===== src/rtl/in_port.sv =====
// Switch-capture input port: a debounced enter button latches the synchronized
// switch word into a small FIFO that a consumer drains one word per read.
module in_port #(
  parameter int DEB_CYCLES = 16,
  parameter int DEPTH      = 4
) (
  input  logic                       clock,
  input  logic                       reset,
  input  logic [15:0]                sw,
  input  logic                       btn,
  input  logic                       rd_en,
  output logic [15:0]                rd_data,
  output logic                       rd_valid,
  output logic                       empty,
  output logic                       full,
  output logic [$clog2(DEPTH):0]     count,
  output logic                       overflow
);

  localparam int AW = $clog2(DEPTH);
  localparam int CW = AW + 1;
  localparam int DW = $clog2(DEB_CYCLES);
  localparam logic [DW-1:0] DEB_LAST = DW'(DEB_CYCLES - 1);
  localparam logic [CW-1:0] CNT_FULL = CW'(DEPTH);

  logic          btn_p0, btn_p1;
  logic [15:0]   sw_p0, sw_p1;
  logic [DW-1:0] deb_cnt;
  logic          level, level_d;
  logic          capture, pop, push, drop;
  logic [AW-1:0] wr_ptr, rd_ptr;
  logic [15:0]   mem [DEPTH];

  // Stage p0/p1: two-flop synchronizers for the asynchronous button and switches
  always_ff @(posedge clock) begin
    if (reset) begin
      btn_p0 <= 1'b0;
      btn_p1 <= 1'b0;
      sw_p0  <= '0;
      sw_p1  <= '0;
    end else begin
      btn_p0 <= btn;
      btn_p1 <= btn_p0;
      sw_p0  <= sw;
      sw_p1  <= sw_p0;
    end
  end

  // Debounce: level flips only after DEB_CYCLES consecutive mismatching samples
  always_ff @(posedge clock) begin
    if (reset) begin
      deb_cnt <= '0;
      level   <= 1'b0;
      level_d <= 1'b0;
    end else begin
      level_d <= level;
      if (btn_p1 == level) begin
        deb_cnt <= '0;
      end else if (deb_cnt == DEB_LAST) begin
        level   <= ~level;
        deb_cnt <= '0;
      end else begin
        deb_cnt <= deb_cnt + 1'b1;
      end
    end
  end

  // Press edge only; a pop frees a slot so a capture into a full FIFO still lands
  assign capture = level & ~level_d;
  assign pop     = rd_en & ~empty;
  assign push    = capture & (~full | pop);
  assign drop    = capture & full & ~pop;

  assign empty = (count == '0);
  assign full  = (count == CNT_FULL);

  always_ff @(posedge clock) begin
    if (push && !reset) mem[wr_ptr] <= sw_p1;
  end

  // FIFO control and registered read port
  always_ff @(posedge clock) begin
    if (reset) begin
      wr_ptr   <= '0;
      rd_ptr   <= '0;
      count    <= '0;
      overflow <= 1'b0;
      rd_valid <= 1'b0;
      rd_data  <= '0;
    end else begin
      rd_valid <= pop;
      if (pop) begin
        rd_data <= mem[rd_ptr];
        rd_ptr  <= rd_ptr + 1'b1;
      end
      if (push) wr_ptr <= wr_ptr + 1'b1;
      case ({push, pop})
        2'b10:   count <= count + 1'b1;
        2'b01:   count <= count - 1'b1;
        default: count <= count;
      endcase
      if (drop) overflow <= 1'b1;
    end
  end

endmodule


===== config.mk =====
export PLATFORM = sky130hd
export DESIGN_NAME = in_port
export DESIGN_NICKNAME = d
export VERILOG_FILES = /design/src/rtl/in_port.sv
export SDC_FILE = /design/constraint.sdc
export NUM_CORES = 1
export LEC_CHECK = 0
export CAP_MARGIN = 15
export CORE_MARGIN = 1
export CORE_UTILIZATION = 25
export CTS_CLUSTER_DIAMETER = 40
export CTS_CLUSTER_SIZE = 30
export DETAILED_ROUTE_END_ITERATION = 10
export GPL_TIMING_DRIVEN = 0
export REMOVE_ABC_BUFFERS = 1
export SLEW_MARGIN = 0
export SYNTH_ARGS = -nofsm -noshare
export SYNTH_HDL_FRONTEND = slang
export SYNTH_SLANG_ARGS = --single-unit

===== constraint.sdc =====
create_clock -name clock -period 2.5 [get_ports clock]
set_input_delay 0.625 -clock clock [delete_from_list [all_inputs] [get_ports clock]]
set_output_delay 0.625 -clock clock [all_outputs]
set_load 0.02 [all_outputs]

* Word-level counts from Yosys, hierarchy flattened
Memory sizes are Yosys's and may differ from the RTL's. A register that Yosys moved wholly into a read port is not among the register bits. Cells that the tools add are included.
Cells by class: multiply operators 0, eq/ne operators 5, shifts and indexed selects 0, bitwise operators 12, muxes and demuxes 3, order comparisons 0, div/mod/pow operators 0, $add $sub $neg 5, reductions and logical operators 6
Operators with widths (number):
- $not A1 Y1 | 6
- $pmux W3 S2 | 1
- $and A1 B1 Y1 | 5
- $add A2 B1 Y2 const B | 2
- $add A4 B1 Y4 const B | 1
- $eq A4 B4 Y1 const B | 1
- $add A3 B1 Y3 const B | 1
- $eq A3 B3 Y1 const B | 1
- $logic_not A3 Y1 | 1
- $reduce_or A3 Y1 | 1
- $sub A3 B1 Y3 const B | 1
- $eq A2 B1 Y1 const B | 1
- $eq A2 B2 Y1 const B | 1
- $mux W1 | 2
- $reduce_and A2 Y1 | 1
- $reduce_bool A2 Y1 | 1
- $eq A1 B1 Y1 | 1
- $logic_and A1 B1 Y1 | 1
- $logic_not A1 Y1 | 1
- $or A1 B1 Y1 | 1
Word-level totals: latch bits 0, bits of input ports 20, memories 1, bits in writable memories 64, output and inout port bits 23, word-level logic and storage cells 44, bits in registers 49, memory bits (read-only) 0
Memories:
- mem | words 4, bits a word 16, rd ports 1, clocked after memory_dff 1, write ports 1, RTL line 32 | logic [15:0] mem [DEPTH];

* Depth between registers and ports, before layout
Gate-level depths: netlist (run 1).
word-level depth 8, depth in mapped cells 7, gate-level depth less buffers 6

* Worst setup path after synthesis (run 1)
Ideal clock, no wire load.
path type input port to flip-flop, start input port rd_en, end register count[1], data required time 2.421 ns, data arrival time 1.969 ns, stages 6, slack 0.452 ns, cells stage by stage buf_1 nand3_1 fa_1 and3_4 a31o_1 a211oi_2
On the way: longest elaborated chain between the ends 5, elaborated cells between the ends (all ways) 7, classes of those cells eq/ne: 2; mux: 1; bitwise: 3; reduce/logical: 1
Ends and longest elaborated chain:
- start: declaration | RTL line 11 | input logic rd_en,
- $and A1 B1 Y1 * | RTL line 70 | assign pop = rd_en & ~empty;
- $or A1 B1 Y1 | RTL line 71 | assign push = capture & (~full | pop);
- $and A1 B1 Y1 | RTL line 71
- $eq A2 B1 Y1 / $eq A2 B2 Y1 (equally long branches) | RTL line 97 | case ({push, pop})
- $pmux W3 S2 / $reduce_bool A2 Y1 (equally long branches)
- end signal: assignment | RTL line 98 | 2'b10: count <= count + 1'b1;
- end signal: assignment | RTL line 99 | 2'b01: count <= count - 1'b1;
- end signal: assignment | RTL line 100 | default: count <= count;
- end: declaration | RTL line 16 | output logic [$clog2(DEPTH):0] count,
Mark *: on every way between the ends. The rest lies on a longest branch, timed or not. A chain may end at the register's enable or synchronous reset.

* Worst setup path in the final report (run 1)
start register count[0], end output port full
On the way: longest elaborated chain between the ends 1
Ends and longest elaborated chain:
- $eq A3 B3 Y1 | RTL line 75 | assign full = (count == CNT_FULL);
- end: declaration | RTL line 15 | output logic full,
Every way passes these cells.

==> metrics.cfg, run 1 <==
[cells_and_area]
area_growth_pct = 27.3
layout-drive-gt1-share_pct = 15.6
layout_commonest_cell = dfxtp_1
final.fill_count = 1746
nNetsFinal = 391
insertedDiodeCount = 0
fin_cells = 607
final_cell_mix = dfxtp_1, edfxtp_1, clkdlybuf4s50_1

[sta]
timing.hold.ws_ns = 0.432
post-route-period-util_pct = 96.5
drv_slew = 0
finalCriticalPeriod_ns = 2.41
rsz0062_at_grt = yes
worst_slew_pin_slew_ns = 0.908
fin_setup_tns_ns = 0
clock_skew_ns = 0.00854
clock.fmax_mhz = 415
max-slew-margin-rel_pct = 39.5
hold_viol = 0
setup_viol = 0

[clock_network]
cts.path.max_buffers = 2
postCtsSetupBuffers = 0
cts-buffers-inserted = 17
clockRootBuffer = clkbuf_16
clkSinkCount = 129
htreeDepth = 4
clock_insertion_delay_worst_skew_ns = 0.42
clk_pin_slew_ns = 0.06
cts_tree = done

[yosys]
async_flop_share_pct = 0
avgSynthCellArea_sq_um = 14.4
netlist_instances = 319
synthDistinctLibCells = 37
ys.flop_type = dfxtp_1
synth-edff-count = 64
ys_ff_latch = 129
ys_warn_count = 0
synthesis.area_sq_mm = 0.00458
yosysSeqAreaShare_pct = 70.3

[worst_setup_path]
rrSetupSlack_ns = 0.44
start_kind = register
end_kind = output port
path_class = reg2out
critPathMaxFanout = 9
r2r_cells = 6
critPathArrivalTime_ns = 1.79
required_ns = 1.88
r2r-end = count[1]$_SDFFE_PP0P_
reg2reg_from = count[0]$_SDFFE_PP0P_

[floorplan]
coreArea_sq_mm = 0.0180
fp.dieH_um = 137
rows = 49
io_pins = 43
dieWidth_um = 137
dieArea_sq_mm = 0.0189
start_util_pct = 25.5

[drt]
wirelength_um = 8350
vias = 2495
ant_nets = 0
drc_errors = 0
drtIter0Drc = 102
vias_per_cell = 4.11
dr.pass1.iters = 4
wire_per_inst_um = 13.8

[placed_design]
hpwl_um = 5110
gp_congestion = 0.719
portBuffers = 42
dp_cells = 575

[run]
cap_violations = 0

[worst_hold_path]
hold_end = sw_p1[5]$_SDFF_PP0_
hp-start = sw_p0[5]$_SDFF_PP0_
hold_depth = 1
hold_path.class = reg2reg

[global_routing]
antenna_found_initial = 0
grt_pass1_vias = 2594
grt_max_degree = 35
overflow = 0
gr-usage-all-layers_pct = 9.99
grt_pass1_wl_um = 13200

[power_and_ir_drop]
finalPower_mw = 4.71
p_per_area_mw_per_mm2 = 807
worst_ir_drop_vdd_mv = 0.473
static-leakage-power_nw = 1.92

[run_status]
status = complete, no violations

## area by class of cell
cell class | instances | area (sq um) | area share (%)
clock buffers | 21 | 470 | 8.06
flip-flops and latches | 129 | 3220 | 55.2
clock inverters | 11 | 113 | 1.93
repair buffers | 44 | 462 | 7.91
well taps | 229 | 287 | 4.91
inverters | 6 | 22.5 | 0.386
multi-input cells | 167 | 1260 | 21.6
## Yosys cell counts (2+ instances only)
cell      count  area, sq um
and2_1        5         31.3
a21oi_1      18         90.1
xnor2_1       6         52.6
xor2_1        2         17.5
buf_2         3         15.0
clkbuf_1      8         30.0
nor2b_1      36          225
dfxtp_1      65         1300
edfxtp_1     64         1920
nand2_1      36          135
nor3_1        2         10.0
ha_1          5         62.6
inv_1         6         22.5
nand2b_1      2         12.5
buf_6         2         22.5
o21ai_0       3         15.0
or3_1         3         18.8
nor2_1       14         52.6
nand3_1       4         20.0
buf_4         3         22.5
mux4_2       16          360
## layer usage
metal	track usage [%]	wire [um]
met2	16.0	4170
met1	11.1	3510
met3	3.79	448
met5	0	0
met4	6.41	214
## sequential cells by signal, indices dropped and copies added, names as in the netlist
| name | cells |
|---|---|
| mem | 64 |
| rd_data | 16 |
| sw_p0 | 16 |
| sw_p1 | 16 |
| deb_cnt | 4 |
| count | 3 |
| rd_ptr | 2 |
| wr_ptr | 2 |
| btn_p0 | 1 |
| btn_p1 | 1 |
| level | 1 |
| level_d | 1 |
| overflow | 1 |
| rd_valid | 1 |
## metrics by stage
stage | area [sq um] | worst slack, ns | util [%]
6_report | 5840 | 0.0881 | 32.5
5_1_grt | 5840 | -0.00667 | 32.5
4_1_cts | 5830 | 0.0214 | 32.4
3_5_place_dp | 5240 | -0.598 | 29.2
3_3_place_gp | 5200 | -1.81 | 28.9
2_1_floorplan | 4490 | 0.525 | -
## worst max path at each step
stage,start,endpoint,slack (ns),cells after the start
global placement,reset,mem[1][4]$_DFFE_PP_,-1.81,3
CTS,count[0]$_SDFFE_PP0P_,full,0.02,3
finish,count[0]$_SDFFE_PP0P_,full,0.09,3
floorplan,count[2]$_SDFFE_PP0P_,count[1]$_SDFFE_PP0P_,0.52,6
detailed placement,rd_en,mem[2][4]$_DFFE_PP_,-0.60,4
global route,rd_en,mem[2][12]$_DFFE_PP_,-0.007,4
## critical path: stages, from the launching register on
cell,delay [ns]
dfxtp_1,0.41
nor2_2,0.20
and2_1,0.16
clkdlybuf4s50_1,0.60
## power by group
part           switching (mW)  internal (mW)
registers              0.0128           2.24
logic                  0.0302         0.0437
clock network           0.854           1.53
## cell families (layout without fill, tap and decap cells)
| kind of cell | Yosys count | after routing | synth area share [%] |
|---|---|---|---|
| flops | 129 | 129 | 70.3 |
| simple gates | 108 | 108 | 12.1 |
| compound gates | 28 | 28 | 3.63 |
| buf+inv | 23 | 82 | 2.54 |
| mux | 17 | 17 | 8.08 |
| xor+xnor | 8 | 8 | 1.53 |
| fa+ha+maj | 6 | 6 | 1.80 |
## repair_timing
action | in CTS | in global routing
setup endpoints to repair | 65 | 65
resized for setup | 5 | 2
hold buffers | 0 | 0
Note: power is estimated with default switching activity, not from simulation.
==> run 2: changes to the inputs <==
- CTS_CLUSTER_DIAMETER: 40 -> default
==> results of run 2 <==
Same layout as run 1: the final DEF is identical, and so are final timing and power.
